**config.mk**
```make
export PLATFORM = sky130hd
export DESIGN_NAME = addr_decoder_cfg_sequencer
export DESIGN_NICKNAME = d
export VERILOG_FILES = /design/src/rtl/addr_decoder_cfg_sequencer.sv
export SDC_FILE = /design/constraint.sdc
export NUM_CORES = 1
export LEC_CHECK = 0
export CAP_MARGIN = 5
export CORE_AREA = 10 10 118 142
export CTS_CLUSTER_SIZE = 30
export DETAILED_ROUTE_END_ITERATION = 7
export DIE_AREA = 0 0 128 152
export PLACE_DENSITY = 0.71
export SKIP_CTS_REPAIR_TIMING = 1
export SLEW_MARGIN = 20
export SYNTH_ARGS = -nofsm -noshare
export SYNTH_HDL_FRONTEND = slang
export SYNTH_SLANG_ARGS = --single-unit
```
**constraint.sdc**
```tcl
create_clock -name cfg_clk -period 11.9 [get_ports cfg_clk]
set_clock_uncertainty 0.1 [all_clocks]
set_input_delay 3.57 -clock cfg_clk [delete_from_list [all_inputs] [get_ports cfg_clk]]
set_output_delay 3.57 -clock cfg_clk [all_outputs]
set_load 0.05 [all_outputs]
```
**src/rtl/addr_decoder_cfg_sequencer.sv**
```systemverilog
// Expands one window descriptor per handshake into byte-wide addr_decoder
// config writes, round-robin arbitrating between a loader (req0) and host (req1).
module addr_decoder_cfg_sequencer #(
  parameter int unsigned ADDR_W    = 32,
  parameter int unsigned NUM_WIN   = 16,
  parameter int unsigned NUM_SLOTS = 5
) (
  input  logic                       cfg_clk,
  input  logic                       rst_n,
  input  logic                       req0_valid,
  output logic                       req0_ready,
  input  logic [$clog2(NUM_WIN)-1:0] req0_win,
  input  logic [ADDR_W-1:0]          req0_base,
  input  logic [ADDR_W-1:0]          req0_mask,
  input  logic [2:0]                 req0_slot,
  input  logic [7:0]                 req0_op,
  input  logic                       req1_valid,
  output logic                       req1_ready,
  input  logic [$clog2(NUM_WIN)-1:0] req1_win,
  input  logic [ADDR_W-1:0]          req1_base,
  input  logic [ADDR_W-1:0]          req1_mask,
  input  logic [2:0]                 req1_slot,
  input  logic [7:0]                 req1_op,
  output logic                       cfg_we,
  output logic [7:0]                 cfg_addr,
  output logic [7:0]                 cfg_wdata,
  output logic                       busy,
  output logic                       grant_id,
  output logic                       done,
  output logic                       err
);

  localparam int unsigned CFG_BYTES = (ADDR_W + 7) / 8;
  localparam int unsigned WIN_W     = $clog2(NUM_WIN);
  localparam int unsigned PAD_W     = CFG_BYTES * 8;
  localparam int unsigned NWR       = 2 * CFG_BYTES + 2;
  localparam int unsigned K_W       = $clog2(NWR + 1);
  localparam int unsigned MASK_OFF  = NUM_WIN * CFG_BYTES;
  localparam int unsigned SLOT_OFF  = 2 * NUM_WIN * CFG_BYTES;
  localparam int unsigned OP_OFF    = SLOT_OFF + NUM_WIN;

  typedef enum logic [1:0] {IDLE, WRITE, REJECT} state_e;

  state_e             state_q, state_d;
  logic [K_W-1:0]     k_q, k_d;
  logic [WIN_W-1:0]   win_q, win_d;
  logic [PAD_W-1:0]   base_q, base_d;
  logic [PAD_W-1:0]   mask_q, mask_d;
  logic [2:0]         slot_q, slot_d;
  logic [7:0]         op_q, op_d;
  logic               we_q, we_d;
  logic [7:0]         addr_q, addr_d;
  logic [7:0]         wdata_q, wdata_d;
  logic               busy_q, busy_d;
  logic               gid_q, gid_d;
  logic               last_q, last_d;
  logic               done_q, done_d;
  logic               err_q, err_d;

  logic               acc, gid;
  logic [WIN_W-1:0]   a_win;
  logic [PAD_W-1:0]   a_base, a_mask;
  logic [2:0]         a_slot;
  logic [7:0]         a_op;
  logic [15:0]        beat0, beatk;

  // Write k of a burst: {cfg_addr, cfg_wdata}.
  function automatic logic [15:0] beat(input logic [K_W-1:0] k, input logic [WIN_W-1:0] w,
                                       input logic [PAD_W-1:0] b, input logic [PAD_W-1:0] m,
                                       input logic [2:0] s, input logic [7:0] o);
    int unsigned ki, wi;
    logic [7:0]  a, d;
    ki = 32'(k);
    wi = 32'(w);
    if (ki < CFG_BYTES) begin
      a = 8'(wi * CFG_BYTES + ki);
      d = b[8*ki +: 8];
    end else if (ki < 2 * CFG_BYTES) begin
      a = 8'(MASK_OFF + wi * CFG_BYTES + (ki - CFG_BYTES));
      d = m[8*(ki - CFG_BYTES) +: 8];
    end else if (ki == 2 * CFG_BYTES) begin
      a = 8'(SLOT_OFF + wi);
      d = {5'b0, s};
    end else begin
      a = 8'(OP_OFF + wi);
      d = o;
    end
    return {a, d};
  endfunction

  // With both requesting, the one not served last wins.
  always_comb begin
    gid    = (req0_valid && req1_valid) ? ~last_q : req1_valid;
    acc    = (state_q == IDLE) && (req0_valid || req1_valid);
    a_win  = gid ? req1_win  : req0_win;
    a_base = gid ? PAD_W'(req1_base) : PAD_W'(req0_base);
    a_mask = gid ? PAD_W'(req1_mask) : PAD_W'(req0_mask);
    a_slot = gid ? req1_slot : req0_slot;
    a_op   = gid ? req1_op   : req0_op;
    beat0  = beat(K_W'(0), a_win, a_base, a_mask, a_slot, a_op);
    beatk  = beat(k_q, win_q, base_q, mask_q, slot_q, op_q);
  end

  assign req0_ready = acc && !gid;
  assign req1_ready = acc && gid;

  always_comb begin
    state_d = state_q;
    k_d     = k_q;
    win_d   = win_q;
    base_d  = base_q;
    mask_d  = mask_q;
    slot_d  = slot_q;
    op_d    = op_q;
    we_d    = 1'b0;
    addr_d  = addr_q;
    wdata_d = wdata_q;
    busy_d  = 1'b0;
    gid_d   = gid_q;
    last_d  = last_q;
    done_d  = 1'b0;
    err_d   = 1'b0;
    unique case (state_q)
      IDLE: begin
        if (acc) begin
          win_d  = a_win;
          base_d = a_base;
          mask_d = a_mask;
          slot_d = a_slot;
          op_d   = a_op;
          gid_d  = gid;
          last_d = gid;
          if (32'(a_slot) >= NUM_SLOTS) begin
            state_d = REJECT;
          end else begin
            // Byte 0 is issued on the acceptance edge so writes are back-to-back.
            state_d           = WRITE;
            we_d              = 1'b1;
            busy_d            = 1'b1;
            {addr_d, wdata_d} = beat0;
            k_d               = K_W'(1);
          end
        end
      end
      WRITE: begin
        if (k_q == K_W'(NWR)) begin
          state_d = IDLE;
          done_d  = 1'b1;
        end else begin
          we_d              = 1'b1;
          busy_d            = 1'b1;
          {addr_d, wdata_d} = beatk;
          k_d               = k_q + K_W'(1);
        end
      end
      REJECT: begin
        state_d = IDLE;
        err_d   = 1'b1;
      end
      default: state_d = IDLE;
    endcase
  end

  always_ff @(posedge cfg_clk or posedge rst_n) begin
    if (rst_n) begin
      state_q <= IDLE;
      k_q     <= '0;
      win_q   <= '0;
      base_q  <= '0;
      mask_q  <= '0;
      slot_q  <= '0;
      op_q    <= '0;
      we_q    <= 1'b0;
      addr_q  <= '0;
      wdata_q <= '0;
      busy_q  <= 1'b0;
      gid_q   <= 1'b0;
      last_q  <= 1'b1;
      done_q  <= 1'b0;
      err_q   <= 1'b0;
    end else begin
      state_q <= state_d;
      k_q     <= k_d;
      win_q   <= win_d;
      base_q  <= base_d;
      mask_q  <= mask_d;
      slot_q  <= slot_d;
      op_q    <= op_d;
      we_q    <= we_d;
      addr_q  <= addr_d;
      wdata_q <= wdata_d;
      busy_q  <= busy_d;
      gid_q   <= gid_d;
      last_q  <= last_d;
      done_q  <= done_d;
      err_q   <= err_d;
    end
  end

  assign cfg_we    = we_q;
  assign cfg_addr  = addr_q;
  assign cfg_wdata = wdata_q;
  assign busy      = busy_q;
  assign grant_id  = gid_q;
  assign done      = done_q;
  assign err       = err_q;

endmodule

```
* Word level (Yosys, flattened, before mapping)
Index checks and enable logic that the tools add are counted.
Word-level totals: output and inout port bits 23, input bits 162, register bits 106
Operators by class: $lt $le $gt $ge 3, eq/ne operators 8, add/sub/neg operators 7, shifts and indexed selects 2, reductions and logical operators 11, bitwise operators 1, multiplexer cells 35
Operators with widths (count):
- 8-bit 2-to-1 mux | 13
- 32-bit 2-to-1 mux | 2
- 32-bit by 33-bit indexed part select with 8-bit output | 1
- 8-bit one-hot mux with 2 select lines | 2
- 32-bit by 8-bit indexed part select with 8-bit output | 1
- 8-bit by 4-bit adder with 8-bit output (first input constant) | 2
- 4-bit 2-to-1 mux | 4
- 7-bit by 6-bit adder with 8-bit output (first input constant) | 1
- 8-bit adder | 1
- 4-bit equality test (second input constant) | 2
- 2-bit inequality test (second input constant) | 4
- 4-bit one-hot mux with 2 select lines | 1
- 6-bit by 4-bit adder with 7-bit output | 1
- 1-bit 2-to-1 mux | 7
- 2-bit 2-to-1 mux | 3
- 4-bit by 3-bit subtractor with 5-bit output (second input constant) | 1
- 4-bit by 1-bit adder with 4-bit output (second input constant) | 1
- 1-bit logical AND | 4
- 4-bit by 3-bit < comparator with 1-bit output (second input constant) | 1
- 4-bit < comparator (second input constant) | 1
- 2-bit one-hot mux with 2 select lines | 1
- 2-bit AND reduction | 2
- 4-bit AND reduction | 1
- 3-bit greater-or-equal comparator (second input constant) | 1
- 9 further kinds | 9

* Depth between registers and ports, before layout
Gate-level depths: netlist (run 1).
depth in word-level cells 7, gate-level depth with buffers 12, mapped depth without buffers 9

* Least setup slack after synthesis (run 1)
No wires, ideal clock.
path type input to output, from input port req1_valid, to output port req1_ready, data required time 8230 ps, stages on the path 5, path slack 3479 ps, arrival 4751 ps, cell sequence a21boi_2 -> buf_4 -> and2_1 -> clkbuf_1 -> buf_1
Between the ends: word-level cells in the longest chain between the ends 3, elaborated cells between the ends (all ways) 5
RTL lines:
- start: declaration | RTL line 17 | input logic req1_valid,
- 1-bit logical AND / 1-bit logical OR (equally long branches) | RTL line 93, 94
- 1-bit 2-to-1 mux / 1-bit logical AND (equally long branches) | RTL line 93, 94
- 1-bit logical AND * | RTL line 105 | assign req1_ready = acc && gid;
- end: declaration | RTL line 18 | output logic req1_ready,
Mark *: on every way between the ends. The rest lies on a longest branch, timed or not.

* Worst setup path after layout (run 1)
Ends and elaborated chain as after synthesis.

==> run summary, run 1 <==
row cnt - 48
cell mode on critical path - clkdlybuf4s50_1
CP max FO - 18
Clock power frac - 18.9%
Mapped Nets - 748
VDD IR-drop max - 0.290 mV
xor/xnor share of the synthesized area - 0.640%
mapped cell area - 0.00547 mm²
Post-Synth Simple-Gate Area - 15.3%
post-DR wirelength/cell - 19.5 µm
MaxCap Viol Count - 0
IO buf count - 184
area share of the largest cell type after synthesis - 48.0%
slowest stage cell, crit path - clkdlybuf4s50_1
total congestion overflow - 0
PD cells - 256 mW/mm²
number of vias per cell - 5.34
Layout Cells excl Fill - 915
Tmin final - 9.29 ns
Longest Clk Path Bufs - 2
RSZ-0062 raised after global routing - no
DRT antenna net count - 0
cell with the most instances after synthesis - nand2_1
Final Power - 2.00 mW
clock-pin slew on the worst setup and hold paths - 0.07 ns
final setup margin - 2.61 ns
core region area - 0.0141 mm²
Netlist cell types - 43
Seq cells post-synth - 106
total clock sinks - 106
Worst-Skew Late Latency - 0.35 ns
Tot GR Track Use - 18.1%
final wirelength - 17800 µm
# nets final - 910
cell count after synthesis - 573
synthesized-area fraction occupied by adder cells - 3.25%
Die X - 128 µm
Die Y - 152 µm
YS warnings - 0
Max Transition Viols Final - 0
worst-path cell chain - clkdlybuf4s50_1 > a21boi_2 > buf_4 > and2_2 > clkdlybuf4s50_1
P_leak - 3.46 nW
Syn-to-layout area delta - 42.8%
Area contributors post-synth - dfrtp_1, nand2_1, a22oi_1, mux2i_1, mux4_2
mux share of post-synthesis cell area - 9.88%
CP max stage delay - 0.81 ns
kind of critical path - in -> out
Avg Inst Size Synth - 9.55 µm²
post-placement cell count - 899
diodes inserted - 0
Final setup viols - 0
final period utilization - 78.0%
Slew HR - 36.3%
WP data arrival - 5.62 ns
Worst Tran Pin Value - 0.948 ns
CP required - 8.23 ns
number of synthesized flops with an enable pin - 0
Hold Vio Cnt, Final - 0
share of cells above drive strength 1 - 5.54%
largest area contributor in the netlist - dfrtp_1
Setup WS pre-CTS - 2.59 ns
DP Wirelength - 13900 µm
Min-Delay Path Class - reg -> reg
Combinational Power Share - 47.5%
Seq pwr share - 33.6%
FILL cells - 1265
largest family of logic cells by synthesized area - compound AO/OA/AOI/OAI gates
initial core utilization - 38.9%
synth cell count leaders - nand2_1, dfrtp_1, a22oi_1
root buffer cell - clkbuf_16
htree depth - 3
CTS tree - done
vias in the first global route - 5269
Pre-antenna DRT Iters - 5
DRT iter0 DRCs - 311
switch share - 40.5%
full die area - 0.0195 mm²
status - finished clean
final setup TNS - 0 ns
Worst Setup End Kind - output pin
GP Congestion - 0.880
post-synthesis sequential area ratio - 48.5%
initial antenna violation count - 0
Max Freq - 0.108 GHz
# IOs - 185
first-pass GRT wire length - 28300 µm
Top FF cell, synth - dfrtp_1
ys async rst share - 100%
total number of vias - 4885
Synth Area in Compound Gates - 18.4%
largest net degree at the start of global routing - 99
internal power - 1.19 mW
Residual DRC - 0
NetSw - 0.809 mW
TritonCTS buffer count - 9
Startpoint Class - input pin
cell families after synthesis:
kind of cell    after synthesis
fa+ha+maj                    13
compound gates              150
mux                          44
xor+xnor                      4
flops                       106
buf+inv                      51
simple gates                205
per-layer routing:
| layer | wire length [µm] | track usage (%) |
|---|---|---|
| met5 | 0 | 0 |
| met4 | 389 | 6.87 |
| met3 | 981 | 4.25 |
| met1 | 7110 | 21.0 |
| met2 | 9320 | 31.3 |
flip-flops by register name, indices dropped and copies added (netlist names), 2 cells and up:
name       cells
win_q          4
mask_q        32
state_q        2
cfg_wdata      8
op_q           8
base_q        32
k_q            4
slot_q         3
cfg_addr       8
power by group through the flow:
stage	clock, mW	sequential, mW	combinational [mW]
after floorplan	0	0.714	0.610
after global placement	0	0.674	0.932
after detailed placement	0	0.679	0.956
after CTS	0.383	0.673	0.959
after global routing	0.398	0.690	1.05
final	0.378	0.671	0.949
worst max-delay path, delay by kind of cell:
kind / cells / cell delay [ns]
and+or+nand+nor: 1 / 0.22
AOI/OAI and AO/OA: 1 / 0.17
buffers and inverters: 3 / 1.66
placed cells by master (no fill, tap or decap), drive strengths merged, types with 9 or more instances in the layout:
| cell | count |
|---|---|
| nor2b | 14 |
| nor2 | 22 |
| dfrtp | 105 |
| mux2i | 36 |
| o22ai | 9 |
| nand2 | 156 |
| a21oi | 22 |
| o21ai | 25 |
| a31oi | 10 |
| a22oi | 64 |
| clkdlybuf4s50 | 184 |
| inv | 11 |
| ha | 11 |
| clkbuf | 12 |
path summary, 6_finish.rpt:
| check | startpoint | endpoint | slack (ns) | depth (start not counted) |
|---|---|---|---|---|
| min reg2reg | cfg_addr[1] | cfg_addr[1] | 0.38 | 1 |
| min in group asynchronous | rst_n | win_q[2] | 3.40 | 2 |
| max in group asynchronous | rst_n | mask_q[16] | 7.23 | 3 |
| min | cfg_addr[1] | cfg_addr[1] | 0.38 | 1 |
| max | req1_valid | req1_ready | 2.61 | 5 |
| max reg2reg | k_q[3] | cfg_addr[5] | 9.03 | 9 |
through the flow:
| step | area (µm²) | hold WS [ns] | util (%) |
|---|---|---|---|
| floorplan | 5470 | 0.340 | - |
| global placement | 7430 | 0.364 | 52.8 |
| detailed placement | 7430 | 0.366 | 52.8 |
| CTS | 7810 | 0.382 | 55.6 |
| global route | 7820 | 0.404 | 55.6 |
| finish | 7820 | 0.378 | 55.6 |
final cells by class:
class                      count  area (µm²)  share of cell area (%)
inverter                      11        43.8                   0.560
clock buffer                  12         267                    3.41
clock inverter                 4         120                    1.54
multi-input combinational    416        2620                    33.5
sequential                   106        2650                    34.0
tap                          175         219                    2.80
timing repair buffer         191        1900                    24.3
No activity file was read; power rests on OpenSTA's default activity.
==> inputs of run 2 (changes only) <==
--- a/config.mk
+++ b/config.mk
@@ -10,7 +10,7 @@
 export CTS_CLUSTER_SIZE = 30
 export DETAILED_ROUTE_END_ITERATION = 7
 export DIE_AREA = 0 0 128 152
-export PLACE_DENSITY = 0.71
+export PLACE_DENSITY = 0.73
 export SKIP_CTS_REPAIR_TIMING = 1
 export SLEW_MARGIN = 20
 export SYNTH_ARGS = -nofsm -noshare
==> constraint.sdc (replaced) <==
create_clock -name cfg_clk -period 8.2 [get_ports cfg_clk]
set_clock_uncertainty 0.1 [all_clocks]
set_input_delay 2.46 -clock cfg_clk [delete_from_list [all_inputs] [get_ports cfg_clk]]
set_output_delay 2.46 -clock cfg_clk [all_outputs]
set_load 0.05 [all_outputs]
==> run 2 against run 1 <==
First-iteration DRC count is 6.4% higher. Global-route usage decreased by 0.063 points. Via count up 0.63%. Highest routed layer unchanged. Critical path depth stayed put. Flip-flop and latch count unchanged. Largest power group unchanged. Combinational power up 46%. Utilization shrank 0.35 points. Die area is the same. Wire length up 0.96%. Register-to-register slack lost 3.7 ns. Cell count is 0.11% higher.
==> run summary, run 2 (synthesis results as in run 1) <==
status - finished clean
Longest Clk Path Bufs - 2
r2r worst-path depth - 9
htree depth - 3
VDD IR-drop max - 0.297 mV
most frequent cells in the layout - clkdlybuf4s50_1, nand2_1, dfrtp_1
Pre-antenna DRT Iters - 6
CP required - 5.64 ns
Die X - 128 µm
first-pass GRT wire length - 28200 µm
initial antenna violation count - 0
placed cell area - 0.00744 mm²
P_leak - 3.43 nW
Final setup viols - 0
Worst Setup End Kind - output pin
CTS tree - done
slowest stage cell, crit path - clkdlybuf4s50_1
final hold slack - 0.383 ns
Regs by FF count - base_q (32), mask_q (32)
kind of critical path - in -> out
Tot GR Track Use - 18.1%
Die Y - 152 µm
DRT iter0 DRCs - 331
share of cells above drive strength 1 - 5.80%
# nets final - 911
Tmin final - 6.84 ns
Worst Tran Pin Value - 0.959 ns
final period utilization - 83.4%
# IOs - 185
initial core utilization - 38.9%
Startpoint Class - input pin
vias in the first global route - 5193
most common cell after layout, fill and taps aside - clkdlybuf4s50_1
Slew HR - 36.1%
diodes inserted - 0
Final Power - 2.81 mW
CP max stage delay - 0.81 ns
RSZ-0062 raised after global routing - no
FILL cells - 1277
number of vias per cell - 5.37
full die area - 0.0195 mm²
Worst-Skew Late Latency - 0.35 ns
largest net degree at the start of global routing - 98
post-DR wirelength/cell - 19.6 µm
TritonCTS buffer count - 9
row cnt - 48
reg2reg start - k_q[3]
MaxCap Viol Count - 0
GP Congestion - 0.895
post-placement cell count - 899
Max Freq - 0.146 GHz
cell mode on critical path - clkdlybuf4s50_1
final setup margin - 1.36 ns
Hold Vio Cnt, Final - 0
final core occ - 55.3%
IO buf count - 184
worst setup path end - req0_ready
final wirelength - 18000 µm
PD cells - 362 mW/mm²
clock-pin slew on the worst setup and hold paths - 0.07 ns
Syn-to-layout area delta - 41.9%
core region area - 0.0141 mm²
worst-path cell chain - clkdlybuf4s50_1 > a21boi_2 > buf_4 > nor2_4 > clkdlybuf4s50_1
CP max FO - 18
reg-to-reg slack, setup - 5.34 ns
WP data arrival - 4.28 ns
Max Transition Viols Final - 0
Min-Delay Path Class - reg -> reg
Layout Cells excl Fill - 916
Residual DRC - 0
root buffer cell - clkbuf_16
total number of vias - 4916
final setup TNS - 0 ns
Design Area, Final - 0.00777 mm²
total clock sinks - 106
total congestion overflow - 0
DP Wirelength - 13900 µm
Setup WS pre-CTS - 1.35 ns
DRT antenna net count - 0
Worst Setup SP - req1_valid
reg2reg end - cfg_addr[5]
==> run 2: cell types whose count changed in the layout (fill, tap and decap cells not counted) <==
| cell | delta |
|---|---|
| buf_12 | +1 |
| buf_6 | -1 |
| inv_6 | +1 |
| buf_4 | +1 |
| bufinv_16 | -3 |
| clkdlybuf4s50_1 | -1 |
| buf_16 | +1 |
| clkinvlp_4 | +3 |
| clkbuf_8 | -3 |
| clkinv_4 | +2 |
==> run 2: worst max-delay path, delay by kind of cell <==
family	cells	cell delay, ns
buffers and inverters	3	1.50
AOI/OAI and AO/OA	1	0.17
and+or+nand+nor	1	0.14
==> run 2: layout make-up <==
class                   instances  area [µm²]  share of cell area, %
clock buffers                   9         225                   2.90
clock inverters                 7        78.8                   1.01
inverters                      11        43.8                  0.564
multi-input cells             416        2620                   33.7
flip-flops and latches        106        2650                   34.2
well taps                     175         219                   2.82
repair buffers                192        1930                   24.9
==> run 2: power breakdown <==
group | internal (mW) | total, mW | switching, mW
clock network | 0.239 | 0.442 | 0.203
logic | 0.596 | 1.39 | 0.798
registers | 0.779 | 0.977 | 0.198
==> run 2: per-layer routing <==
layer | track usage (%) | vias up | routed length (µm)
met2 | 30.7 | 191 | 9340
met4 | 7.57 | 0 | 475
met3 | 4.00 | 30 | 1160
met1 | 21.3 | 2355 | 7010
met5 | 0 | - | 0
li1 | - | 2340 | -
==> run 2: how the worst min path moves through the flow <==
stage	from	end	slack [ns]	cells after the start
after CTS	base_q[7]	base_q[7]	0.39	2
after floorplan	state_q[0]	err	0.34	1
after detailed placement	cfg_addr[4]	cfg_addr[4]	0.37	1
final	base_q[7]	base_q[7]	0.38	2
after global placement	cfg_addr[7]	cfg_addr[7]	0.36	2
after global routing	grant_id	grant_id	0.42	1
==> variant (settings of run 2) <==
Register the output `err` once more, with the module's reset; this adds one clock of latency there. The other outputs are not delayed to match.
--- a/src/rtl/addr_decoder_cfg_sequencer.sv
+++ b/src/rtl/addr_decoder_cfg_sequencer.sv
@@ -204,5 +204,11 @@
   assign grant_id  = gid_q;
   assign done      = done_q;
-  assign err       = err_q;
+  always_ff @(posedge cfg_clk or posedge rst_n) begin
+    if (rst_n) begin
+      err <= '0;
+    end else begin
+      err <= err_q;
+    end
+  end
 
 endmodule
Check against the original RTL: not equivalent (Yosys sat finds a counterexample within 4 cycles, from zero or initial values and one cycle with rst_n high).
==> variant against run 2 <==
- cell count is the same
- routed wire length up 0.27%
- core utilization fell by 0.12 points
- non-clock buffer count fell by 1
- final area is 0.21% lower
- total power decreased by 0.75%
- count of clock-buffer cells in the layout increased by 1
- setup slack worse by 31 ps
- sequential cell count up 1
- area after synthesis is 0.46% higher
- global-route usage about the same
- critical path type unchanged
==> variant: results (changes against run 2) <==
metric,value,unit,change
Residual DRC,0,,unchanged
HPWL Detailed,14.0,mm,+0.50%
layout cell share with drive strength beyond 1,5.67,%,-0.13 points
Cell variety after synth,43,,unchanged
Cells after Synth,574,,+0.17%
cell internal pwr,1600,uW,-1.0%
Routed WL,18.0,mm,+0.27%
vias in the first global route,5275,,+1.6%
Initial DRT Pass Iterations,5,,-1
Layout Nets,911,,unchanged
"Clk Latency, worst-skew pair",350,ps,about the same
H-Tree Depth,3,,unchanged
Largest regs,"base_q (32), mask_q (32)",,
CP arrival,4310,ps,+30 ps
commonest cells in the netlist,"nand2_1, dfrtp_1, a22oi_1, mux2i_1, o21ai_0",,
DR vias,4958,,+0.85%
placed cell count,900,,+0.11%
Max clock buf depth,2,,unchanged
part of the power in the clock network,15.1,%,-0.6 points
CTS buffer count,9,,unchanged
Final GP Congestion,0.905,,+1.2%
ys async rst share,100,%,unchanged
Crit path max-delay family,buffers and inverters,,
"Net Count, Synth",749,,+0.13%
largest net degree at the start of global routing,99,,+1.0%
Combinational Power Share,49.8,%,+0.2 points
IO Port Bufs,184,,unchanged
Seq power,978,uW,about the same
Ys Warns,0,,unchanged
1st-iter DRT viols,307,,-7.3%
status,completed,,
GRT Overall Usage,18.1,%,+0.018 points
slowest CP cell,clkdlybuf4s50_1,,
Least-Margin Pin Slew,964,ps,+4.79 ps
antenna violations before repair,0,,unchanged
root buffer selected by CTS,clkbuf_16,,
Hold Crit Class,reg -> reg,,
clock slew seen by the registers of the worst setup and hold paths,80,ps,
first-pass GRT wire length,28.5,mm,+1.1%
ANT cells,0,,unchanged
Routed WL per cell,19.7,um,+0.27%
CP Max Fanout,18,,unchanged
critical path's largest stage delay,830,ps,+20 ps
LEAKAGE,0.00343,uW,+0.12%
most used flip-flop cell after synthesis,dfrtp_1,,
Post-DP Area,7460,um^2,+0.34%
top area cells in the synthesized netlist,"dfrtp_1, nand2_1, a22oi_1",,
sequential area share after synthesis,48.7,%,+0.23 points
Worst VDD drop,0.000243,V,-18%
[variant: routing by layer]
layer	wire [um]	vias to the layer above	GRT usage, %	share of wire [%]
li1	-	2347	-	-
met1	7110	2415	21.0	39
met2	9390	175	31.6	52
met3	1140	21	4.56	6.3
met4	378	0	5.42	2.1
met5	0	-	0	0
[variant: area by class of cell]
class,count,area [um^2]
timing repair buffer,191,1910
sequential,107,2680
clock inverter,6,47.5
inverter,11,43.8
fill,1287,6300
multi-input combinational,416,2620
tap,175,219
clock buffer,10,239
[variant: per-stage QoR]
stage,hold slack [ps],setup slack (ps)
6_report,278,1330
5_1_grt,288,1260
4_1_cts,278,1320
3_5_place_dp,260,1330
3_3_place_gp,258,1320
2_1_floorplan,231,2000
[variant: cell families (layout without fill, tap and decap cells)]
logic type / count (synthesis) / in the layout / share of synthesized area, %
adder cells (fa/ha/maj): 13 / 13 / 3.23
AO/OA/AOI/OAI: 150 / 150 / 18.3
multiplexers: 44 / 44 / 9.83
buffers and inverters: 51 / 218 / 4.07
XOR/XNOR: 4 / 4 / 0.637
AND/OR/NAND/NOR: 205 / 205 / 15.2
flip-flops: 107 / 107 / 48.7
[variant: final timing paths]
| check | cells after the start | endpoint | startpoint | slack [ps] |
|---|---|---|---|---|
| setup / recovery | 5 | req0_ready | req1_valid | 1330 |
| hold / removal | 0 | err$_DFF_PP0_ | err_q$_DFF_PP0_ | 280 |
| setup reg to reg | 6 | cfg_wdata[5]$_DFFE_PP0P_ | k_q[3]$_DFFE_PP0P_ | 5360 |
| hold reg to reg | 0 | err$_DFF_PP0_ | err_q$_DFF_PP0_ | 280 |
| max in group asynchronous | 3 | base_q[3]$_DFFE_PP0P_ | rst_n | 4610 |
| min in group asynchronous | 2 | win_q[2]$_DFFE_PP0P_ | rst_n | 2330 |
